==> src/rtl/ov5640_pkg.sv <==
// ov5640_pkg
// Shared types and default geometry for the OV5640 capture stage.
//   state_e       : capture FSM states
//   DEF_H_PIXEL   : default 16-bit words written per line
//   DEF_V_PIXEL   : default lines written per frame
//   DEF_FRAME_WAIT: default whole frames discarded after init
//   DEF_CNT_W     : default pixel/line/frame counter width
package ov5640_pkg;

    typedef enum logic [1:0] {
        IDLE    = 2'd0,
        SKIP    = 2'd1,
        CAPTURE = 2'd2
    } state_e;

    localparam int DEF_H_PIXEL    = 640;
    localparam int DEF_V_PIXEL    = 480;
    localparam int DEF_FRAME_WAIT = 10;
    localparam int DEF_CNT_W      = 12;

endpackage

==> src/rtl/ov5640_capture_sync_2ff.sv <==
// sync_2ff
// Two-flop synchroniser for a single level signal entering the pclk domain.
//   clk_i  : destination clock
//   rst_ni : asynchronous active-low reset, clears both stages
//   d_i    : asynchronous level input
//   q_o    : synchronised level output (two clk_i cycles of latency)
module sync_2ff (
    input  logic clk_i,
    input  logic rst_ni,
    input  logic d_i,
    output logic q_o
);

    logic meta_q;
    logic sync_q;

    always_ff @(posedge clk_i or negedge rst_ni) begin
        if (!rst_ni) begin
            meta_q <= 1'b0;
            sync_q <= 1'b0;
        end else begin
            meta_q <= d_i;
            sync_q <= meta_q;
        end
    end

    assign q_o = sync_q;

endmodule

==> src/rtl/ov5640_capture.sv <==
// ov5640_capture
// Capture stage between the OV5640 DVP pins and the SDRAM write-FIFO port.
// Pairs camera bytes into RGB565 words (high byte first), discards the
// settling frames after init, aligns capture to a frame boundary and caps
// writes at H_PIXEL*V_PIXEL words per frame.
//   ov5640_pclk     : sole clock, all logic on rising edge
//   sys_rst_n       : asynchronous active-low reset
//   sys_init_done   : init complete (foreign domain, synchronised here)
//   ov5640_vsync    : frame sync pulse preceding each frame
//   ov5640_href     : line valid
//   ov5640_data     : camera byte
//   ov5640_wr_en    : one-cycle write strobe
//   ov5640_data_out : RGB565 word, valid with ov5640_wr_en
//   frame_start     : one-cycle pulse at each captured frame start
//   fmt_err         : sticky line/frame size mismatch flag
module ov5640_capture
    import ov5640_pkg::*;
#(
    parameter int H_PIXEL    = DEF_H_PIXEL,
    parameter int V_PIXEL    = DEF_V_PIXEL,
    parameter int FRAME_WAIT = DEF_FRAME_WAIT,
    parameter int CNT_W      = DEF_CNT_W
) (
    input  logic        ov5640_pclk,
    input  logic        sys_rst_n,
    input  logic        sys_init_done,
    input  logic        ov5640_vsync,
    input  logic        ov5640_href,
    input  logic [7:0]  ov5640_data,
    output logic        ov5640_wr_en,
    output logic [15:0] ov5640_data_out,
    output logic        frame_start,
    output logic        fmt_err
);

    localparam logic [CNT_W-1:0] H_MAX  = CNT_W'(H_PIXEL);
    localparam logic [CNT_W-1:0] V_MAX  = CNT_W'(V_PIXEL);
    localparam logic [CNT_W-1:0] FW_MAX = CNT_W'(FRAME_WAIT);

    logic init_s;

    sync_2ff u_sync_init (
        .clk_i  (ov5640_pclk),
        .rst_ni (sys_rst_n),
        .d_i    (sys_init_done),
        .q_o    (init_s)
    );

    // Input pipeline: one register stage, plus a second stage on the
    // sync signals for edge detection.
    logic        vsync_q, vsync_q2;
    logic        href_q, href_q2;
    logic [7:0]  data_q;

    state_e      state_q;
    logic [CNT_W-1:0] frame_cnt_q;
    logic [CNT_W-1:0] pix_cnt_q;
    logic [CNT_W-1:0] line_cnt_q;
    logic        byte_flag_q;
    logic [7:0]  hi_q;
    logic        wr_en_q;
    logic [15:0] data_out_q;
    logic        frame_start_q;
    logic        fmt_err_q;

    logic vs_rise;
    logic href_fall;

    assign vs_rise   = vsync_q & ~vsync_q2;
    assign href_fall = href_q2 & ~href_q;

    always_ff @(posedge ov5640_pclk or negedge sys_rst_n) begin
        if (!sys_rst_n) begin
            vsync_q       <= 1'b0;
            vsync_q2      <= 1'b0;
            href_q        <= 1'b0;
            href_q2       <= 1'b0;
            data_q        <= '0;
            state_q       <= IDLE;
            frame_cnt_q   <= '0;
            pix_cnt_q     <= '0;
            line_cnt_q    <= '0;
            byte_flag_q   <= 1'b0;
            hi_q          <= '0;
            wr_en_q       <= 1'b0;
            data_out_q    <= '0;
            frame_start_q <= 1'b0;
            fmt_err_q     <= 1'b0;
        end else begin
            vsync_q  <= ov5640_vsync;
            vsync_q2 <= vsync_q;
            href_q   <= ov5640_href;
            href_q2  <= href_q;
            data_q   <= ov5640_data;

            // Strobes are single-cycle unless re-asserted below.
            wr_en_q       <= 1'b0;
            frame_start_q <= 1'b0;

            if (!init_s) begin
                // Losing init overrides everything, including a coincident
                // vs_rise; any half-assembled word is dropped.
                state_q     <= IDLE;
                frame_cnt_q <= '0;
                pix_cnt_q   <= '0;
                line_cnt_q  <= '0;
                byte_flag_q <= 1'b0;
            end else begin
                unique case (state_q)
                    IDLE: begin
                        state_q     <= SKIP;
                        frame_cnt_q <= '0;
                    end

                    SKIP: begin
                        if (vs_rise) begin
                            if (frame_cnt_q == FW_MAX) begin
                                // Entry edge: no size check, nothing captured yet.
                                state_q       <= CAPTURE;
                                frame_start_q <= 1'b1;
                                line_cnt_q    <= '0;
                                pix_cnt_q     <= '0;
                                byte_flag_q   <= 1'b0;
                            end else begin
                                frame_cnt_q <= frame_cnt_q + 1'b1;
                            end
                        end
                    end

                    CAPTURE: begin
                        if (vs_rise) begin
                            // Frame reset takes priority over a coincident href fall.
                            if (line_cnt_q != V_MAX) begin
                                fmt_err_q <= 1'b1;
                            end
                            frame_start_q <= 1'b1;
                            line_cnt_q    <= '0;
                            pix_cnt_q     <= '0;
                            byte_flag_q   <= 1'b0;
                        end else if (href_q) begin
                            byte_flag_q <= ~byte_flag_q;
                            if (!byte_flag_q) begin
                                hi_q <= data_q;
                            end else if (pix_cnt_q < H_MAX) begin
                                pix_cnt_q <= pix_cnt_q + 1'b1;
                                if (line_cnt_q < V_MAX) begin
                                    wr_en_q    <= 1'b1;
                                    data_out_q <= {hi_q, data_q};
                                end
                            end
                        end else begin
                            // Trailing odd byte is simply forgotten here.
                            byte_flag_q <= 1'b0;
                            if (href_fall) begin
                                if ((pix_cnt_q != H_MAX) && (line_cnt_q < V_MAX)) begin
                                    fmt_err_q <= 1'b1;
                                end
                                if (line_cnt_q < V_MAX) begin
                                    line_cnt_q <= line_cnt_q + 1'b1;
                                end
                                pix_cnt_q <= '0;
                            end
                        end
                    end

                    default: state_q <= IDLE;
                endcase
            end
        end
    end

    assign ov5640_wr_en    = wr_en_q;
    assign ov5640_data_out = data_out_q;
    assign frame_start     = frame_start_q;
    assign fmt_err         = fmt_err_q;

endmodule

==> config.mk <==
export PLATFORM = sky130hd
export DESIGN_NAME = ov5640_capture
export DESIGN_NICKNAME = d
export VERILOG_FILES = /design/src/rtl/ov5640_pkg.sv /design/src/rtl/ov5640_capture_sync_2ff.sv /design/src/rtl/ov5640_capture.sv
export SDC_FILE = /design/constraint.sdc
export NUM_CORES = 1
export LEC_CHECK = 0
export CORE_ASPECT_RATIO = 1.4
export CORE_MARGIN = 8
export CORE_UTILIZATION = 57
export CTS_CLUSTER_DIAMETER = 150
export DETAILED_ROUTE_END_ITERATION = 16
export HOLD_SLACK_MARGIN = 0.05
export PLACE_DENSITY = 0.79
export SLEW_MARGIN = 20
export SYNTH_ARGS = -nofsm -noshare
export SYNTH_HDL_FRONTEND = slang
export SYNTH_HIERARCHICAL = 1
export SYNTH_SLANG_ARGS = --single-unit
export TNS_END_PERCENT = 5
==> constraint.sdc <==
create_clock -name ov5640_pclk -period 2.6 [get_ports ov5640_pclk]
set_input_delay 0.52 -clock ov5640_pclk [delete_from_list [all_inputs] [get_ports ov5640_pclk]]
set_output_delay 0.52 -clock ov5640_pclk [all_outputs]
set_load 0.02 [all_outputs]
==> run summary, run 1 <==
Peak Freq = 0.444 GHz
GP Congestion = 0.814
TritonRoute pass-1 iters = 4
Hold Path Class = in2async
setup_tns = 0 ps
Critical Path RT = 2850 ps
Worst-Margin Slew = 587 ps
antenna-violating nets left = 0
hold bufs inserted after CTS = 0
initial antenna violation count = 0
synth warn = 6
hold_ws = 106 ps
register area = 0.00200 mm2
outcome = finished clean
syn avg cell area = 11.7 um2
Post-Synthesis Cells = 315
WL per Instance = 16.3 um
CTS buffer count = 9
Post-Syn Area = 0.00370 mm2
Fillers = 442
Reg power frac = 0.490
Syn Nets = 338
worst r2r dst = pix_cnt_q[8]
worst-skew pair later-pin latency = 350 ps
Placed Area = 0.00410 mm2
clk slew on worst S/H paths = 90 ps
switching share of power = 0.295
startpoint types = register
Final Hold Viols = 0
drt drc = 0
Tmin final = 2250 ps
Static Leak = 1.90 nW
Power Density = 666 mW/mm2
maxcap violations = 0
I/O Buffers = 31
Starting Density = 0.591
CTS tree = built
Netlist cell types = 52
Int Power = 2.02 mW
post_cts resized = 0
layout cells sized above 1 = 0.164
Reg2Reg Depth = 7
Final period util = 0.865
Worst Setup End Kind = register
Layout Skew = 7.45 ps
initial drt markers = 111
Die Span X = 84.1 um
DP HPWL = 5.02 mm
Post-synth EDFFs = 0
Net Switching = 845 uW
total vias in the final route = 2583
most common cell after layout, fill and taps aside = dfrtp_1
Critical Path AT = 2500 ps
area of the core = 0.00625 mm2
Worst Setup Slack, final = 350 ps
post-synthesis sequential area ratio = 0.542
Setup CP Type = reg2reg
VDD IR max = 476 uV
final setup fails = 0
Post-Place Setup Slack = 371 ps
Slew Viols, Final = 0
number of global-route vias before repair = 2630
Ant. Diodes = 0
die area = 0.00935 mm2
Top FF cell, synth = dfrtp_1
clock buffer depth = 2
Rows = 34
DRT Wirelength = 7.02 mm
largest net degree at the start of global routing = 48
Layout Nets = 377
setup bufs post-CTS = 0
Root Buffer = clkbuf_8
TritonCTS Sinks = 80
power share of the clock group = 0.332
unrepaired setup endpoints after global routing = no
total gr overflow = 0
CP max FO = 11
asr flop ratio synth = 1.00
reg-to-reg startpoint = state_q[1]
Die Ht = 111 um
FF-to-FF setup slack = 350 ps
Comb power frac = 0.178
vias per cell = 5.99
CTS HTree Levels = 3
I/O pin total = 32
commonest non-fill, non-tap cells in the layout = dfrtp_1 (80), clkdlybuf4s50_1 (30), o21ai_0 (25), mux2_2 (25), nor2_1 (19)
synthesized flop and latch total = 80
Max-slew headroom = 0.606
multi-input logic area = 0.00162 mm2
Final Cell Area = 0.00431 mm2
first-pass GRT wire length = 12.3 mm
Area Growth Syn to Fin = 16.5%
Total GRT Usage = 0.157
registers in the layout (all words and copies together) (netlist names), 2 cells and up:
register / flops
ov5640_data_out: 16
hi_q: 8
line_cnt_q: 12
data_q: 8
state_q: 2
pix_cnt_q: 12
frame_cnt_q: 12
cell type report:
cell class                      count  area share
Clock buffer                        9      0.0288
Clock inverter                      7      0.0200
Inverter                            9     0.00784
Multi-Input combinational cell    219       0.376
Sequential cell                    80       0.465
Tap cell                           72      0.0209
Timing Repair Buffer               35      0.0813
power groups by stage:
stage | clock network [mW] | logic (mW) | registers, mW
after detailed placement | 0 | 0.513 | 1.43
after global routing | 1.03 | 0.566 | 1.42
after CTS | 0.981 | 0.516 | 1.40
after global placement | 0 | 0.493 | 1.42
final | 0.951 | 0.512 | 1.40
after floorplan | 0 | 0.344 | 1.43
metal layers:
metal,vias to the layer above,GRT usage,part of all wire
met1,1288,0.176,0.42
li1,1239,-,-
met2,50,0.266,0.53
met4,0,0.0671,0.0057
met5,-,0,0
met3,6,0.0471,0.039
worst max-delay path by stage:
stage                from                   to  slack (ps)  depth (start not counted)
2_1_floorplan  state_q[0]  ov5640_data_out[10]         600                          7
3_3_place_gp   state_q[1]         pix_cnt_q[8]         510                          7
3_5_place_dp   state_q[1]         pix_cnt_q[8]         370                          7
4_1_cts        state_q[1]         pix_cnt_q[3]         360                          7
5_1_grt        state_q[1]         pix_cnt_q[3]         130                          7
6_report       state_q[1]         pix_cnt_q[8]         350                          7
per-stage QoR:
step / instances / utilization / power, mW
finish: 431 / 0.689 / 2.87
global route: 431 / 0.689 / 3.01
CTS: 431 / 0.689 / 2.90
detailed placement: 415 / 0.655 / 1.94
global placement: 415 / 0.655 / 1.91
floorplan: 315 / - / 1.77
logic make-up (layout without fill, tap and decap cells):
logic type / after synthesis / in the layout / share of synthesized area
and+or+nand+nor: 111 / 111 / 0.190
xor gates and xnor gates: 5 / 5 / 0.0119
AOI/OAI and AO/OA: 66 / 66 / 0.121
adders and majority gates: 10 / 10 / 0.0339
muxes: 27 / 27 / 0.0816
DFF: 80 / 80 / 0.542
buffers and inverters: 16 / 60 / 0.0200
synthesized netlist by cell type, drive strengths merged (2+ instances only):
cell type | count | area (um2)
mux2i | 2 | 20.0
xnor2 | 2 | 17.5
xor2 | 3 | 26.3
o41ai | 2 | 25.0
a41oi | 4 | 35.0
nand2b | 7 | 43.8
nor4 | 2 | 27.5
mux2 | 25 | 282
and2 | 5 | 33.8
nand2 | 18 | 67.6
buf | 3 | 23.8
clkbuf | 4 | 16.3
a21oi | 10 | 50.1
nor3 | 5 | 52.6
dfrtp | 80 | 2000
ha | 10 | 125
nand3 | 18 | 103
nand3b | 3 | 22.5
inv | 9 | 33.8
o21ai | 25 | 125
a31oi | 6 | 37.5
o31ai | 8 | 60.1
nor2 | 20 | 77.6
nor2b | 4 | 25.0
a311oi | 3 | 26.3
and3 | 14 | 92.6
nand4 | 7 | 58.8
nor4b | 3 | 56.3
o21a | 3 | 22.5
worst max-delay path, cell delays in order (launching register included):
cell and delay, ps:
dfrtp_1 410, inv_1 110, ha_1 420, and3b_1 270, nand4_4 170, a32oi_4 350
nand3_4 180, o41ai_2 230
(Power assumes the default switching activity.)
==> run 2, diff against run 1 <==
Settings changed: GPL_TIMING_DRIVEN from default to 1.
==> results of run 2 <==
No change in the layout: final DEF, timing and power equal those of run 1.
==> run 3, diff against run 2 <==
Settings changed: CELL_PAD_IN_SITES_DETAIL_PLACEMENT from default to 1, CELL_PAD_IN_SITES_GLOBAL_PLACEMENT from default to 1, CORE_UTILIZATION 57 to 46, PLACE_DENSITY 0.79 to default, PLACE_DENSITY_LB_ADDON from default to 0.1.
==> run 3 against run 2 <==
Effect of this change: setup slack better by 26 ps; sequential share of layout area shrank 0.49 points; combinational power is essentially flat; global-route usage is 0.55 points higher.
==> run summary, run 3 (synthesized netlist as in run 1, its figures left out) <==
maxcap violations = 0 (unchanged)
initial drt markers = 63 (-43%)
Layout Skew = 12.1 ps (+4.68 ps)
Max-slew headroom = 0.592 (-0.0144)
Layout Nets = 378 (+0.27%)
worst r2r dst = pix_cnt_q[8]
initial antenna violation count = 0 (unchanged)
Hold Path Class = in2async
DP HPWL = 6.00 mm (+20%)
Setup CP Type = reg2reg
Worst Setup End Kind = register
Die Ht = 122 um (+9.7%)
most common cell after layout, fill and taps aside = dfrtp_1
Starting Density = 0.474 (-0.117)
Reg2Reg Depth = 7 (unchanged)
Critical Path RT = 2850 ps (about the same)
commonest non-fill, non-tap cells in the layout = dfrtp_1 (80), clkdlybuf4s50_1 (30), o21ai_0 (25), mux2_2 (25), nor2_1 (19)
total vias in the final route = 2610 (+1.0%)
multi-input logic area = 0.00162 mm2 (unchanged)
Die Span X = 91.8 um (+9.2%)
hold bufs inserted after CTS = 0 (unchanged)
Fillers = 825 (+87%)
TritonCTS Sinks = 80 (unchanged)
Post-Place Setup Slack = 361 ps (-9.54 ps)
Slew Viols, Final = 0 (unchanged)
Rows = 38 (+12%)
clk slew on worst S/H paths = 80 ps (about the same)
Total GRT Usage = 0.162 (+0.00547)
CP Launch Point = state_q[1]
first-pass GRT wire length = 14.7 mm (+20%)
total gr overflow = 0 (unchanged)
post_cts resized = 0 (unchanged)
Root Buffer = clkbuf_8
WL per Instance = 17.9 um (+10%)
# placed instances = 444 (+7.0%)
unrepaired setup endpoints after global routing = no
CTS tree = built
outcome = finished clean
CTS HTree Levels = 3 (unchanged)
Peak Freq = 0.450 GHz (+1.2%)
CP max FO = 11 (unchanged)
area of the core = 0.00780 mm2 (+25%)
FF-to-FF setup slack = 380 ps (+30 ps)
layout cells sized above 1 = 0.167 (+0.00232)
vias per cell = 5.67 (-5.3%)
largest net degree at the start of global routing = 39 (-19%)
worst-skew pair later-pin latency = 360 ps (about the same)
VDD IR max = 382 uV (-20%)
final setup fails = 0 (unchanged)
Worst-Margin Slew = 608 ps (+21.4 ps)
Static Leak = 1.91 nW (+0.14%)
Critical Path AT = 2480 ps (-20 ps)
Worst Setup Slack, final = 376 ps (+25.6 ps)
I/O Buffers = 31 (unchanged)
Final Hold Viols = 0 (unchanged)
drt drc = 0 (unchanged)
Tmin final = 2220 ps (-25.6 ps)
clock buffer depth = 2 (unchanged)
antenna-violating nets left = 0 (unchanged)
reg-to-reg startpoint = state_q[1]
GP Congestion = 0.782 (-3.9%)
final std cells w/o fill = 460 (+6.7%)
Final period util = 0.856 (-0.00984)
startpoint types = register
Power Density = 662 mW/mm2 (-0.63%)
Area Growth Syn to Fin = 17.8%
TritonRoute pass-1 iters = 6 (+2)
number of global-route vias before repair = 2908 (+11%)
Ant. Diodes = 0 (unchanged)
Largest register FFs = 16 (unchanged)
die area = 0.0112 mm2 (+20%)
register area = 0.00200 mm2 (unchanged)
DRT Wirelength = 8.25 mm (+18%)
setup_tns = 0 ps (unchanged)
I/O pin total = 32 (unchanged)
CTS buffer count = 9 (unchanged)
setup bufs post-CTS = 0 (unchanged)
run 3: per-layer routing:
metal / vias up / part of all wire / global-route usage / routed length (um)
met4: 0 / 0.017 / 0.0718 / 144
met3: 11 / 0.022 / 0.0357 / 182
li1: 1234 / - / - / -
met2: 25 / 0.55 / 0.286 / 4500
met1: 1340 / 0.41 / 0.185 / 3420
met5: - / 0 / 0 / 0
run 3: metrics by stage:
| stage | cell area [um2] | hold WS (ps) | util | total power [mW] |
|---|---|---|---|---|
| after floorplan | 3700 | 224 | - | 1.77 |
| after global routing | 4350 | 160 | 0.558 | 3.04 |
| after detailed placement | 4140 | 339 | 0.531 | 1.95 |
| final | 4350 | 131 | 0.558 | 2.88 |
| after global placement | 4140 | 334 | 0.531 | 1.93 |
| after CTS | 4350 | 132 | 0.558 | 2.93 |
run 3: cell type report:
cell class	count	share of cell area
well taps	100	0.0287
inverters	9	0.00776
flip-flops and latches	80	0.460
clock inverters	5	0.0144
multi-input cells	219	0.372
repair buffers	36	0.0822
clock buffers	11	0.0348
run 3: worst max path at each step:
stage | end | slack [ps] | depth (start not counted)
global route | frame_cnt_q[8] | 110 | 7
detailed placement | pix_cnt_q[8] | 360 | 7
finish | pix_cnt_q[8] | 380 | 7
global placement | pix_cnt_q[8] | 470 | 7
CTS | pix_cnt_q[8] | 360 | 7
floorplan | ov5640_data_out[10] | 600 | 7
run 3: where the power goes:
group,switching [mW],internal (mW)
clock,0.460,0.501
sequential,0.0654,1.34
combinational,0.298,0.217
total,0.823,2.06
run 3: worst max-delay path, cell delays in order, from the launching register on:
cell	delay, ps
dfrtp_1	400
inv_1	100
ha_1	410
and3b_1	270
nand4_4	170
a32oi_4	350
nand3_4	180
o41ai_2	240
